## src/rtl/im_loader.sv

```systemverilog
// im_loader: boot-time loader that turns a UART byte stream into
// instruction-memory writes. The stream is a big-endian 32-bit word
// count N followed by N big-endian words. Words land at consecutive
// word-aligned addresses from BASE_ADDR. The CPU is held in reset until
// a load completes successfully.
module im_loader #(
  parameter logic [31:0] BASE_ADDR = 32'h00003000,
  parameter int          MAX_WORDS = 4096
) (
  input  logic        clk,
  input  logic        reset,
  input  logic [7:0]  byte_in,
  input  logic        byte_valid,
  input  logic        restart,
  output logic        ready,
  output logic        we,
  output logic [31:0] waddr,
  output logic [31:0] wdata,
  output logic        busy,
  output logic        done,
  output logic        err,
  output logic        cpu_hold
);

  // Word index and latched count are wide enough to hold MAX_WORDS
  // itself: the index reaches N after the last write, and N may equal
  // MAX_WORDS.
  localparam int IDX_W = $clog2(MAX_WORDS) + 1;

  localparam logic [1:0] ST_HDR  = 2'd0;
  localparam logic [1:0] ST_DATA = 2'd1;
  localparam logic [1:0] ST_DONE = 2'd2;
  localparam logic [1:0] ST_ERR  = 2'd3;

  logic [1:0]       state_q,    state_d;
  logic [1:0]       byte_cnt_q, byte_cnt_d;
  logic [31:0]      shift_q,    shift_d;
  logic [IDX_W-1:0] index_q,    index_d;
  logic [IDX_W-1:0] count_q,    count_d;
  logic             ready_q,    ready_d;
  logic             we_q,       we_d;
  logic [31:0]      waddr_q,    waddr_d;
  logic [31:0]      wdata_q,    wdata_d;
  logic             busy_q,     busy_d;
  logic             done_q,     done_d;
  logic             err_q,      err_d;
  logic             cpu_hold_q, cpu_hold_d;

  // Helper terms shared by the header and data paths.
  logic             accept;
  logic             last_byte;
  logic [31:0]      full_word;
  logic [IDX_W-1:0] index_inc;

  assign accept    = byte_valid && ready_q;
  assign last_byte = (byte_cnt_q == 2'd3);
  // The word completed by the byte arriving this cycle; the shift
  // register itself only catches up at the next edge.
  assign full_word = {shift_q[23:0], byte_in};
  assign index_inc = index_q + IDX_W'(1);

  // Next-state logic for the loader FSM and all registered outputs.
  always_comb begin
    // NOTE: every *_d gets a default before any branch so that no path
    // leaves a signal unassigned, which would infer a latch.
    state_d    = state_q;
    byte_cnt_d = byte_cnt_q;
    shift_d    = shift_q;
    index_d    = index_q;
    count_d    = count_q;
    ready_d    = ready_q;
    we_d       = 1'b0;
    waddr_d    = waddr_q;
    wdata_d    = wdata_q;
    busy_d     = busy_q;
    done_d     = done_q;
    err_d      = err_q;
    cpu_hold_d = cpu_hold_q;

    case (state_q)
      ST_HDR: begin
        if (accept) begin
          shift_d    = full_word;
          byte_cnt_d = byte_cnt_q + 2'd1;
          busy_d     = 1'b1;
          if (last_byte) begin
            if (full_word > 32'(MAX_WORDS)) begin
              state_d = ST_ERR;
              err_d   = 1'b1;
              busy_d  = 1'b0;
              ready_d = 1'b0;
            end else if (full_word == 32'd0) begin
              state_d    = ST_DONE;
              done_d     = 1'b1;
              busy_d     = 1'b0;
              cpu_hold_d = 1'b0;
              ready_d    = 1'b0;
            end else begin
              state_d = ST_DATA;
              index_d = '0;
              count_d = full_word[IDX_W-1:0];
            end
          end
        end
      end

      ST_DATA: begin
        if (accept) begin
          shift_d    = full_word;
          byte_cnt_d = byte_cnt_q + 2'd1;
          if (last_byte) begin
            we_d    = 1'b1;
            wdata_d = full_word;
            waddr_d = BASE_ADDR + 32'({index_q, 2'b00});
            index_d = index_inc;
            // The final write and done leave the registers together.
            if (index_inc == count_q) begin
              state_d    = ST_DONE;
              done_d     = 1'b1;
              busy_d     = 1'b0;
              cpu_hold_d = 1'b0;
              ready_d    = 1'b0;
            end
          end
        end
      end

      // DONE and ERR ignore bytes; only restart leaves them.
      default: begin
        if (restart) begin
          state_d    = ST_HDR;
          done_d     = 1'b0;
          err_d      = 1'b0;
          busy_d     = 1'b0;
          index_d    = '0;
          byte_cnt_d = 2'd0;
          cpu_hold_d = 1'b1;
          ready_d    = 1'b1;
        end
      end
    endcase
  end

  // State and output registers with synchronous reset.
  always_ff @(posedge clk) begin
    // NOTE: sequential state uses non-blocking assignments so every flop
    // samples pre-edge values regardless of statement order.
    if (reset) begin
      state_q    <= ST_HDR;
      byte_cnt_q <= 2'd0;
      shift_q    <= '0;
      index_q    <= '0;
      count_q    <= '0;
      ready_q    <= 1'b1;
      we_q       <= 1'b0;
      waddr_q    <= BASE_ADDR;
      wdata_q    <= '0;
      busy_q     <= 1'b0;
      done_q     <= 1'b0;
      err_q      <= 1'b0;
      cpu_hold_q <= 1'b1;
    end else begin
      state_q    <= state_d;
      byte_cnt_q <= byte_cnt_d;
      shift_q    <= shift_d;
      index_q    <= index_d;
      count_q    <= count_d;
      ready_q    <= ready_d;
      we_q       <= we_d;
      waddr_q    <= waddr_d;
      wdata_q    <= wdata_d;
      busy_q     <= busy_d;
      done_q     <= done_d;
      err_q      <= err_d;
      cpu_hold_q <= cpu_hold_d;
    end
  end

  assign ready    = ready_q;
  assign we       = we_q;
  assign waddr    = waddr_q;
  assign wdata    = wdata_q;
  assign busy     = busy_q;
  assign done     = done_q;
  assign err      = err_q;
  assign cpu_hold = cpu_hold_q;

endmodule

```

## config.mk

```make
export PLATFORM = sky130hd
export DESIGN_NAME = im_loader
export DESIGN_NICKNAME = d
export VERILOG_FILES = /design/src/rtl/im_loader.sv
export SDC_FILE = /design/constraint.sdc
export NUM_CORES = 1
export LEC_CHECK = 0
export CAP_MARGIN = 0
export CORE_UTILIZATION = 25
export DETAILED_ROUTE_END_ITERATION = 10
export GPL_ROUTABILITY_DRIVEN = 0
export HOLD_SLACK_MARGIN = 0.15
export PLACE_DENSITY = 0.55
export REMOVE_ABC_BUFFERS = 1
export SKIP_CTS_REPAIR_TIMING = 1
export SKIP_LAST_GASP = 1
export SYNTH_ARGS = -nofsm -noshare
export SYNTH_HDL_FRONTEND = slang
export SYNTH_SLANG_ARGS = --single-unit
```

## constraint.sdc

```tcl
create_clock -name clk -period 2.7 [get_ports clk]
set_input_delay 0.405 -clock clk [delete_from_list [all_inputs] [get_ports clk]]
set_output_delay 0.405 -clock clk [all_outputs]
set_load 0.01 [all_outputs]
```

==> Word-level counts from Yosys, hierarchy flattened <==
Cells that the tools add are included.
{ "totals": {"register_bits": 124, "latchBits": 0, "ram_bits": 0, "romBits": 0, "inputBits": 12, "n_memories": 0} }
{ "op_classes": {"addsub": 3, "multipliers": 0, "n_div": 0, "n_lt_le_gt_ge": 1, "n_eq_ne": 14, "shift": 0, "muxes": 51, "bitwise": 4, "n_reduce_logical": 18} }
{ "op_table": {"columns": ["cell", "count"], "rows": [
  ["$mux 13", 7],
  ["$gt 32x13->1 const B", 1],
  ["$logic_not 32->1", 1],
  ["$mux 1", 27],
  ["$pmux 13 s2", 1],
  ["$mux 2", 10],
  ["$ne 2x2->1 const B", 9],
  ["$add 14x15->16 const A", 1],
  ["$reduce_and 5->1", 3],
  ["$reduce_and 7->1", 2],
  ["$add 13x1->13 const B", 1],
  ["$eq 13x13->1", 1],
  ["$pmux 1 s2", 5],
  ["$reduce_and 8->1", 1],
  ["$reduce_and 6->1", 1],
  ["$not 1->1", 4],
  ["$pmux 2 s2", 1],
  ["$reduce_and 2->1", 2],
  ["$reduce_bool 2->1", 2],
  ["$ne 3x3->1 const B", 1],
  ["$reduce_and 3->1", 1],
  ["$reduce_bool 3->1", 1],
  ["$reduce_or 3->1", 1],
  ["$add 2x1->2 const B", 1],
  ["6 further kinds", 6]
]} }

==> Logic depth before layout (Yosys ltp) <==
{ "depth": {"depth_word": 6, "mapped_depth": 9} }

==> Least setup slack after synthesis <==
No wires, ideal clock.
{ "synth_path": {"path_type": "flip-flop to flip-flop", "from": "register index_q[1]", "to": "register ready_q (netlist: ready)", "setup_time_ns": 0.114, "t_arrival_ns": 1.944, "setup_slack_ns": 0.641, "stages_incl_launch_ff": 9, "path_buffers": 0, "path_cell_list": "dfxtp_1 ha_1 and3_1 a211o_1 mux2i_1 o32ai_1 nor4_2 o21bai_1 a21bo_1"} }
{ "synth_between": {"elab_chain_cells": 4} }
{ "synth_lines": {"columns": ["element", "line", "text"], "rows": [
  ["from (decl)", "38", "logic [IDX_W-1:0] index_q, index_d;"],
  ["from (signal assigned)", "166", "index_q <= index_d;"],
  ["$add 13x1->13", "60", "assign index_inc = index_q + IDX_W'(1);"],
  ["$eq 13x13->1", "117", "if (index_inc == count_q) begin"],
  ["$ne 2x2->1 (no line)", null, null],
  ["$reduce_and 7->1 (no line)", null, null],
  ["to (signal assigned)", "168", "ready_q <= ready_d;"],
  ["to (decl)", "40", "logic ready_q, ready_d;"]
]} }
Every way passes these cells.
A chain may end at the register's enable or synchronous reset.

==> Worst setup path after layout <==
{ "layout_path": {"from": "register index_q[5]", "to": "register ready_q (netlist: ready)"} }
The elaborated chain is that of the path after synthesis.

==> metrics.md <==
| Metric | Value |
|---|---|
| Die Wd | `138 um` |
| Critical Path Source | `index_q[5]` |
| Worst Reg-to-Reg Cells | `7` |
| Worst setup margin | `0.291 ns` |
| Total grt overflow | `0` |
| Worst Hold Class | `primary input to flop` |
| Switching part of the total | `23.8%` |
| Clk root buf | `clkbuf_16` |
| Buffers and inverters on the worst path | `0` |
| Hold path startpoint | `reset` |
| Count of synthesis-stage warnings from yosys | `0` |
| Library cells used by synthesis | `49` |
| Post-synthesis compound-gate area fraction | `15.4%` |
| Slew headroom | `60.6%` |
| RSZ-0062 raised after global routing | `no` |
| NumNets Final | `652` |
| Initial antenna violation count | `0` |
| Hold path depth | `2` |
| P_sw | `0.743 mW` |
| CP startpoint kind | `flop` |
| Power Dens Cells | `532 nW/um2` |
| Post-Syn Area | `4590 um2` |
| CP max-delay cell | `dfxtp_1` |
| Combinational family with the most area after synthesis | `simple AND/OR/NAND/NOR gates` |
| Mux contribution to synthesized area | `3.30%` |
| Clk_skew | `0.0105 ns` |
| I/O pins | `82` |
| Tot GR Track Use | `12.9%` |
| Synthesized flop and latch total | `106` |
| Post-Route WL | `11,900 um` |
| Die ar. | `18,900 um2` |
| Slew Viols, Final | `0` |
| Layout cell share with drive strength beyond 1 | `8.89%` |
| Multi-input logic area | `2200 um2` |
| Clk Latency, worst-skew pair | `0.35 ns` |
| Routed Antenna Nets | `0` |
| Setup CP Type | `flop to flop` |
| Seq/Total Area, Yosys | `46.2%` |
| Tcrit/Tclk final | `89.2%` |
| Worst Path Required | `2.95 ns` |
| Core ar. | `18,000 um2` |
| CTS H-Tree Depth | `3` |
| Max_cap viols | `0` |
| CTS tree | `yes` |
| Seq. cell area | `2120 um2` |
| Clk buf depth | `2` |
| DRT Pass-1 Iters | `4` |
| Hpwl dp | `8240 um` |
| Filler Cell Count | `1,890` |
| Comb power frac | `4.9%` |
| FP Rows | `49` |
| Clock buffer count from CTS | `9` |
| Crit path capture type | `flop` |
| Port-buffer cells | `63` |
| Post-synth top flop | `dfxtp_1` |
| Max VDD drop | `288 uV` |
| Final setup viols | `0` |
| Vias in the first global route | `3,624` |
| ANT cells | `0` |
| Placed cell areas | `5550 um2` |
| Largest net degree at the start of global routing | `58` |
| Design area | `5860 um2` |
| Routed via count | `3,976` |
| First-pass GRT wire length | `18,900 um` |
| Reg2Reg Setup Slack | `0.29 ns` |
| Minimum clock period after layout | `2.41 ns` |
| CP Max Fanout | `6` |
| Sequential share of power | `51.3%` |
| CTS Sinks | `106` |
| Critical Path Stages | `7` |
| Max Fclk | `415 MHz` |
| XOR/XNOR Fraction of Synth Area | `3.43%` |
| Reg-to-Reg Start | `index_q[5]` |
| Cell Chain, Critical Path | `and4_1, nand4_1, nor3b_1, o32ai_1, nor4_2, o21bai_1, a21bo_1` |
| Critical path arrival | `2.65 ns` |
| Post-synth ARST share | `0%` |
| Setup TNS | `0 ns` |
| 1st-iter DRT viols | `318` |
| Syn Inst Count | `570` |
| Pleak | `2.07 nW` |
| Syn_area_per_cell | `8.05 um2` |
| Adder-cell share of the synthesized area | `1.09%` |
| Setup slack after placement | `0.0814 ns` |
| Clk network pwr share | `43.8%` |
| Vias per std cell | `4.57` |
| WL/cell | `13.7 um` |
| CTS clk-pin slew, worst paths | `0.07 ns` |
| Max incr delay on CP | `0.45 ns` |
| Starting Density | `25.6%` |
| Die H | `138 um` |
| Area Growth Syn to Fin | `27.7%` |
| Worst path top cell family by delay | `simple AND/OR/NAND/NOR gates` |
| DR DRC count | `0` |
| Pint | `2.37 mW` |
| Status | `finished clean` |
| Post-synth EDFFs | `0` |
| Simple-Gate Fraction of Synth Area | `23.2%` |
| Worst-margin pin slew | `0.591 ns` |
| Final hold viol count | `0` |
-- placed cells by master (no fill, tap or decap), types with 5 or more instances in the layout --
master,Yosys,routed
conb_1,1,18
nor4_1,10,10
nand3_1,8,7
o21ai_0,11,11
inv_1,5,5
xor2_1,9,9
buf_4,20,32
nand2b_1,5,5
nor2_1,31,31
a311oi_1,8,8
xnor2_1,9,9
dfxtp_1,106,106
mux2i_1,14,14
a21oi_1,81,81
nand2_1,157,157
clkbuf_16,0,9
clkdlybuf4s50_1,0,62
-- power by group through the flow --
stage	registers [mW]	clock network, mW	logic (mW)
CTS	1.60	1.41	0.153
global route	1.60	1.47	0.168
finish	1.60	1.37	0.152
floorplan	1.63	0	0.0660
detailed placement	1.64	0	0.153
global placement	1.64	0	0.153
-- sequential cells by signal, summed over array words and instances, names as in the netlist, 2 cells and up --
| signal | count |
|---|---|
| wdata | 32 |
| shift_q | 24 |
| waddr | 14 |
| count_q | 13 |
| index_q | 13 |
| byte_cnt_q | 2 |
| state_q | 2 |
-- per-layer routing --
layer,vias up,track usage [%],part of all wire (%)
li1,2034,-,-
met1,1837,17.8,49
met2,86,19.6,44
met3,19,1.77,5.0
met4,0,6.29,2.2
met5,-,0,0
-- per-stage QoR --
stage / cells / util (%) / total power [mW] / hold slack [ns]
global placement: 854 / 30.9 / 1.79 / 0.440
global route: 870 / 32.6 / 3.24 / 0.438
detailed placement: 854 / 30.9 / 1.79 / 0.436
CTS: 870 / 32.6 / 3.16 / 0.413
finish: 870 / 32.6 / 3.12 / 0.419
floorplan: 528 / - / 1.69 / 0.439
-- worst reg2reg max path, stage by stage, from the launching register on --
cell and delay [ns]:
dfxtp_1 0.45, and4_1 0.43, nand4_1 0.20, nor3b_1 0.24, o32ai_1 0.17, nor4_2 0.43
o21bai_1 0.18, a21bo_1 0.21
-- cells in the mapped netlist, drive strengths merged (8+ instances only) --
master	n	area, um2
buf	31	210
o21ai	11	55.1
nand2	157	589
nor2	31	116
clkbuf	28	105
nor4	12	87.6
a311oi	8	70.1
xor2	9	78.8
mux2i	14	140
nand3	8	40.0
dfxtp	106	2120
xnor2	9	78.8
a21oi	81	405
-- layout make-up --
type / instances / share of cell area [%]
clock inverters: 7 / 1.43
clock buffers: 9 / 3.84
multi-input cells: 417 / 37.6
flip-flops and latches: 106 / 36.2
repair buffers: 97 / 15.7
well taps: 229 / 4.89
inverters: 5 / 0.320
-- logic make-up after synthesis --
logic type,Yosys count
XOR/XNOR,18
adder cells (fa/ha/maj),4
AO/OA/AOI/OAI,122
buffers and inverters,64
multiplexers,15
AND/OR/NAND/NOR,240
flip-flops,106
other,1
-- path summary, 6_finish.rpt --
| kind | endpoint |
|---|---|
| max | ready |
| max reg2reg | ready |
| min | waddr[3] |
| min reg2reg | cpu_hold |
Note: power is estimated with default switching activity, not from simulation.
